## src/rtl/rails_tx_if.sv

```systemverilog
// Host/checker signal bundle for the rails frame transmitter.
// The master side is the host plus checker; the slave side is rails_tx.
interface rails_tx_if;
    logic       wr_en;
    logic [3:0] wr_addr;
    logic [3:0] wr_data;
    logic       start;
    logic       busy;
    logic [3:0] data;
    logic       valid;
    logic       result;
    logic       done;
    logic       pass;
    logic       timeout;
    logic       err;

    modport master (
        output wr_en, wr_addr, wr_data, start, valid, result,
        input  busy, data, done, pass, timeout, err
    );

    modport slave (
        input  wr_en, wr_addr, wr_data, start, valid, result,
        output busy, data, done, pass, timeout, err
    );
endinterface

```

## src/rtl/rails_tx.sv

```systemverilog
// Frame transmitter for the rails stack-permutation checker: buffers one frame,
// validates it, streams it as nibbles and collects the checker's verdict.
module rails_tx #(
    parameter int MAX_N   = 10,
    parameter int TIMEOUT = 64
) (
    input  logic      clk,
    input  logic      reset,
    rails_tx_if.slave bus
);
    localparam int            TW         = (TIMEOUT > 1) ? $clog2(TIMEOUT) : 1;
    localparam logic [TW-1:0] TIMER_LAST = TW'(TIMEOUT - 1);

    typedef enum logic [2:0] {
        IDLE,
        CHECK,
        SEND,
        WAIT,
        DONE
    } state_t;

    state_t        r_state;
    logic [3:0]    r_buf [16];
    logic [3:0]    r_idx;
    logic [TW-1:0] r_timer;
    logic [3:0]    r_data;
    logic          r_busy;
    logic          r_done;
    logic          r_pass;
    logic          r_timeout;
    logic          r_err;
    logic          w_bad;

    // A frame is rejected if its count is out of range or any listed train
    // number is zero or larger than the count; entries past N are don't-care.
    always_comb begin
        w_bad = (r_buf[0] == 4'd0) || (int'(r_buf[0]) > MAX_N);
        for (int i = 1; i < 16; i++) begin
            if ((i <= int'(r_buf[0])) && ((r_buf[i] == 4'd0) || (r_buf[i] > r_buf[0]))) begin
                w_bad = 1'b1;
            end
        end
    end

    always_ff @(posedge clk) begin
        if (!reset) begin
            r_state   <= IDLE;
            r_idx     <= '0;
            r_timer   <= '0;
            r_data    <= '0;
            r_busy    <= 1'b0;
            r_done    <= 1'b0;
            r_pass    <= 1'b0;
            r_timeout <= 1'b0;
            r_err     <= 1'b0;
            for (int i = 0; i < 16; i++) begin
                r_buf[i] <= '0;
            end
        end else begin
            r_done <= 1'b0;
            case (r_state)
                IDLE: begin
                    if (bus.wr_en) begin
                        r_buf[bus.wr_addr] <= bus.wr_data;
                    end
                    if (bus.start) begin
                        r_state   <= CHECK;
                        r_busy    <= 1'b1;
                        r_pass    <= 1'b0;
                        r_timeout <= 1'b0;
                        r_err     <= 1'b0;
                    end
                end
                CHECK: begin
                    if (w_bad) begin
                        r_state <= DONE;
                        r_err   <= 1'b1;
                        r_busy  <= 1'b0;
                        r_done  <= 1'b1;
                    end else begin
                        r_state <= SEND;
                        r_idx   <= '0;
                    end
                end
                // The data register lags the state by one cycle, so the last
                // nibble is still on the bus during the first WAIT cycle.
                SEND: begin
                    r_data <= r_buf[r_idx];
                    r_idx  <= r_idx + 4'd1;
                    if (r_idx == r_buf[0]) begin
                        r_state <= WAIT;
                        r_timer <= '0;
                    end
                end
                WAIT: begin
                    r_data <= '0;
                    if (bus.valid) begin
                        r_pass  <= bus.result;
                        r_state <= DONE;
                        r_busy  <= 1'b0;
                        r_done  <= 1'b1;
                    end else if (r_timer == TIMER_LAST) begin
                        r_timeout <= 1'b1;
                        r_pass    <= 1'b0;
                        r_state   <= DONE;
                        r_busy    <= 1'b0;
                        r_done    <= 1'b1;
                    end else begin
                        r_timer <= r_timer + 1'b1;
                    end
                end
                DONE: begin
                    r_state <= IDLE;
                end
                default: begin
                    r_state <= IDLE;
                end
            endcase
        end
    end

    assign bus.data    = r_data;
    assign bus.busy    = r_busy;
    assign bus.done    = r_done;
    assign bus.pass    = r_pass;
    assign bus.timeout = r_timeout;
    assign bus.err     = r_err;
endmodule

```

## src/flat_wrapper.sv

```systemverilog
// flat-port wrapper written by rule: the top's interface ports become plain ports
module rails_tx_flat 
#(
    parameter int MAX_N   = 10,
    parameter int TIMEOUT = 64
)
  (clk, reset, bus_wr_en, bus_wr_addr, bus_wr_data, bus_start, bus_valid, bus_result, bus_busy, bus_data, bus_done, bus_pass, bus_timeout, bus_err);
  rails_tx_if bus_i ();
  input  logic clk;
  input  logic reset;
  input wire logic [$bits(bus_i.wr_en)-1:0] bus_wr_en;
  input wire logic [$bits(bus_i.wr_addr)-1:0] bus_wr_addr;
  input wire logic [$bits(bus_i.wr_data)-1:0] bus_wr_data;
  input wire logic [$bits(bus_i.start)-1:0] bus_start;
  input wire logic [$bits(bus_i.valid)-1:0] bus_valid;
  input wire logic [$bits(bus_i.result)-1:0] bus_result;
  output wire logic [$bits(bus_i.busy)-1:0] bus_busy;
  output wire logic [$bits(bus_i.data)-1:0] bus_data;
  output wire logic [$bits(bus_i.done)-1:0] bus_done;
  output wire logic [$bits(bus_i.pass)-1:0] bus_pass;
  output wire logic [$bits(bus_i.timeout)-1:0] bus_timeout;
  output wire logic [$bits(bus_i.err)-1:0] bus_err;
  assign bus_i.wr_en = bus_wr_en;
  assign bus_i.wr_addr = bus_wr_addr;
  assign bus_i.wr_data = bus_wr_data;
  assign bus_i.start = bus_start;
  assign bus_i.valid = bus_valid;
  assign bus_i.result = bus_result;
  assign bus_busy = bus_i.busy;
  assign bus_data = bus_i.data;
  assign bus_done = bus_i.done;
  assign bus_pass = bus_i.pass;
  assign bus_timeout = bus_i.timeout;
  assign bus_err = bus_i.err;
  rails_tx #(.MAX_N(MAX_N), .TIMEOUT(TIMEOUT)) u_core (.clk(clk), .reset(reset), .bus(bus_i));
endmodule
```

## config.mk

```make
export PLATFORM = sky130hd
export DESIGN_NAME = rails_tx_flat
export DESIGN_NICKNAME = d
export VERILOG_FILES = /design/src/rtl/rails_tx_if.sv /design/src/rtl/rails_tx.sv /design/src/flat_wrapper.sv
export SDC_FILE = /design/constraint.sdc
export NUM_CORES = 1
export LEC_CHECK = 0
export CORE_MARGIN = 8
export CORE_UTILIZATION = 40
export DETAILED_ROUTE_END_ITERATION = 10
export PLACE_DENSITY = 0.62
export SLEW_MARGIN = 15
export SYNTH_ARGS = -nofsm -noshare
export SYNTH_HDL_FRONTEND = slang
export SYNTH_SLANG_ARGS = --single-unit
```

## constraint.sdc

```tcl
create_clock -name clk -period 3.5 [get_ports clk]
set_input_delay 1.05 -clock clk [delete_from_list [all_inputs] [get_ports clk]]
set_output_delay 1.05 -clock clk [all_outputs]
set_load 0.01 [all_outputs]
```

==> metrics.yaml <==
run_status:
  outcome: "finished clean"
worst_setup_path:
  path_class: "reg2reg"
  path_cells: "inv_1 -> buf_4 -> ha_1 -> nor2b_4 -> o2111ai_2 -> nand3_2 -> o41ai_2 -> o2111ai_2 -> or4_1 -> nand2_1"
  max_stage_delay_ns: 0.63
  critPathMaxFanout: 10
  end_kind: "register"
  r2r_start: "u_core.r_buf[0][1]"
  cp_data_required_time_ns: 3.80
  critPathSlowestCell: "edfxtp_1"
  start_kind: "register"
  crit_path_start: "u_core.r_buf[0][1]"
  arrival_ns: 3.33
  cpMostUsedCell: "o2111ai_2"
die:
  die_x_um: 133.3
  initial_core_util_pct: 40.28
  fp.dieH_um: 133.3
  core_mm2: 0.01367
  fp-row-count: 43
  dieArea_mm2: 0.01777
  io_pins: 23
routing:
  routed_wl_um: 13880
  wire_per_inst_um: 19.66
  first_pass_iters: 5
  routed_via_density: 5.652
  drc: 0
  ant_nets: 0
  vias: 3990
  drt_iter0_drc: 285
sta:
  rsz0062_at_grt: "no"
  fmax_mhz: 330.3
  finalCritPeriodShare_pct: 86.51
  finalHoldViolCount: 0
  fin_setup_tns_ns: 0
  slew_headroom_pct: 36.86
  worstMarginPinSlew_ns: 0.9470
  finalMaxSlewViolations: 0
  period_minus_slack_ns: 3.028
  skew_ns: 0.009915
  setup_violations: 0
min_path:
  min_from: "u_core.bus.timeout"
  hp-class: "reg2reg"
power:
  seqPwrFrac_pct: 48.2
  p_clk_share_pct: 39.9
  switchingPower_mw: 0.6122
  combPwrFrac_pct: 11.9
  finalPower_mw: 2.516
  switching_share_pct: 24.33
  p_leak_nw: 2.399
  p_per_area_mw_per_mm2: 401.3
  peakVddDrop_v: 0.0003945
  p_int_mw: 1.904
logic_synthesis:
  syn_inst: 494
  yosys.area_share.xor_xnor_pct: 1.750
  netlist_area_mm2: 0.005504
  synth_adder_area_share_pct: 11.57
  yosys_most_used_dff: "edfxtp_1"
  synth.area.top_cells: "edfxtp_1 (35%), ha_1 (11%), dfxtp_1 (9.5%)"
  synth_top_family_by_area: "simple AND/OR/NAND/NOR gates"
  synth_simple_gate_area_share_pct: 20.44
  yosys_warnings: 0
  yosys.area.top_type_share_pct: 34.92
  synth_edf_count: 64
  syn_nets: 558
  synth_area_leader_cell: "edfxtp_1"
  ys_ff_latch: 90
  synthArstFlopShare_pct: 0
  synthMuxAreaShare_pct: 8.547
  syn_avg_cell_area_um2: 11.14
  synth_compound_area_share_pct: 10.71
  synth_seq_area_share_pct: 44.37
  synth_cell_type_count: 63
placement:
  hpwl_um: 10120
  gp_congestion: 0.8605
  place_inst: 690
  io_buffers: 22
final_layout:
  fill_cells: 1272
  final_common_cell: "and2_1"
  layout_common_cells: "and2_1 (67), edfxtp_1 (64), ha_1 (50)"
  stdcell_count: 706
  n_antenna_cell: 0
  final_nets: 585
  area_growth_pct: 13.93
  drive_gt1_share_pct: 11.60
cts:
  cts_setup_buffers: 0
  htreeDepth: 3
  cts_resized: 0
  cts-hold-fix-buffers: 0
  cts_tree: "built"
  root_buffer: "clkbuf_16"
  cts.sinks: 90
  cts_made_buffers: 9
  clk_pin_slew_ns: 0.06
  cts_buffer_depth: 2
  clock_latency_ns: 0.35
flow_run:
  drv_cap: 0
global_route:
  overflow: 0
  grtUsageTotal_pct: 16.21
  antenna_found_initial: 0
  grt_pass1_wl_um: 22430
  grt_pass1_vias: 4058
  grt_max_degree: 36
## worst max-delay path, delay by kind of cell (launching register included)
| kind | cells | cell delay [ns] |
|---|---|---|
| flops | 1 | 0.63 |
| simple gates | 4 | 0.92 |
| fa+ha+maj | 1 | 0.32 |
| compound gates | 3 | 0.80 |
| buf+inv | 2 | 0.31 |
## cells by family (layout without fill, tap and decap cells)
group	after synthesis	after routing
adder cells (fa/ha/maj)	51	51
AO/OA/AOI/OAI	82	82
flip-flops	90	90
AND/OR/NAND/NOR	202	202
XOR/XNOR	11	11
buffers and inverters	36	68
multiplexers	22	22
## cells in the mapped netlist, types with 3 or more instances
master and count:
nand2b_1 7, nor2b_1 14, and2_1 67, o21ai_0 23, o22ai_1 3, xor2_1 9, and3_1 3, nor3b_1 3
nor4_1 9, o211ai_1 3, or4_1 5, buf_2 4, a211oi_1 5, dfxtp_1 26, nor3_1 6, nor2_1 33
a21oi_1 12, o21a_1 3, inv_1 18, nand3_1 5, o2111ai_1 3, nand2_1 30, ha_1 50, nand4_1 11
mux4_2 20, clkbuf_1 12, edfxtp_1 64, a22oi_1 4
## power by group through the flow
stage          clock, mW  sequential [mW]  combinational (mW)
2_1_floorplan          0             1.22               0.196
5_1_grt             1.06             1.22               0.335
4_1_cts             1.02             1.21               0.299
6_report            1.00             1.21               0.299
3_3_place_gp           0             1.24               0.284
3_5_place_dp           0             1.24               0.296
## area by class of cell
| class | instances | area (um2) | area share (%) |
|---|---|---|---|
| Multi-Input combinational cell | 368 | 2918 | 46.53 |
| Timing Repair Buffer | 34 | 310.3 | 4.948 |
| Clock inverter | 4 | 50.05 | 0.7981 |
| Inverter | 18 | 67.56 | 1.077 |
| Sequential cell | 90 | 2442 | 38.95 |
| Tap cell | 180 | 225.2 | 3.591 |
| Clock buffer | 12 | 257.7 | 4.110 |
## worst paths after layout
check	endpoint	slack, ns	depth (start not counted)
setup / recovery	u_core.bus.busy	0.47	10
hold / removal	u_core.bus.timeout	0.51	2
setup reg to reg	u_core.bus.busy	0.47	10
hold reg to reg	u_core.bus.timeout	0.51	2
## through the flow
step	setup WS (ns)	utilization (%)	cell area (um2)	hold WS, ns
after floorplan	0.8490	-	5504	0.4697
after global placement	0.4250	43.64	5963	0.4679
after detailed placement	0.3803	43.64	5963	0.4946
after CTS	0.4926	45.89	6271	0.5082
after global routing	0.3000	45.89	6271	0.5361
final	0.4722	45.89	6271	0.5092
## metal layers
| metal | vias up | track usage (%) | routed length (um) |
|---|---|---|---|
| met5 | - | 0 | 0 |
| met4 | 0 | 7.673 | 393 |
| met3 | 24 | 3.690 | 701 |
| met2 | 94 | 26.70 | 6602 |
| met1 | 1953 | 19.69 | 6181 |
| li1 | 1919 | - | - |
## registers in the layout, summed over array words and instances (netlist names), named ones only
register,cells
u_core.bus.pass,1
u_core.r_idx,4
u_core.bus.err,1
u_core.bus.busy,1
u_core.r_state,3
u_core.r_buf,64
u_core.bus.data,4
u_core.bus.timeout,1
u_core.r_timer,6
u_core.bus.done,1
(Power assumes the default switching activity.)
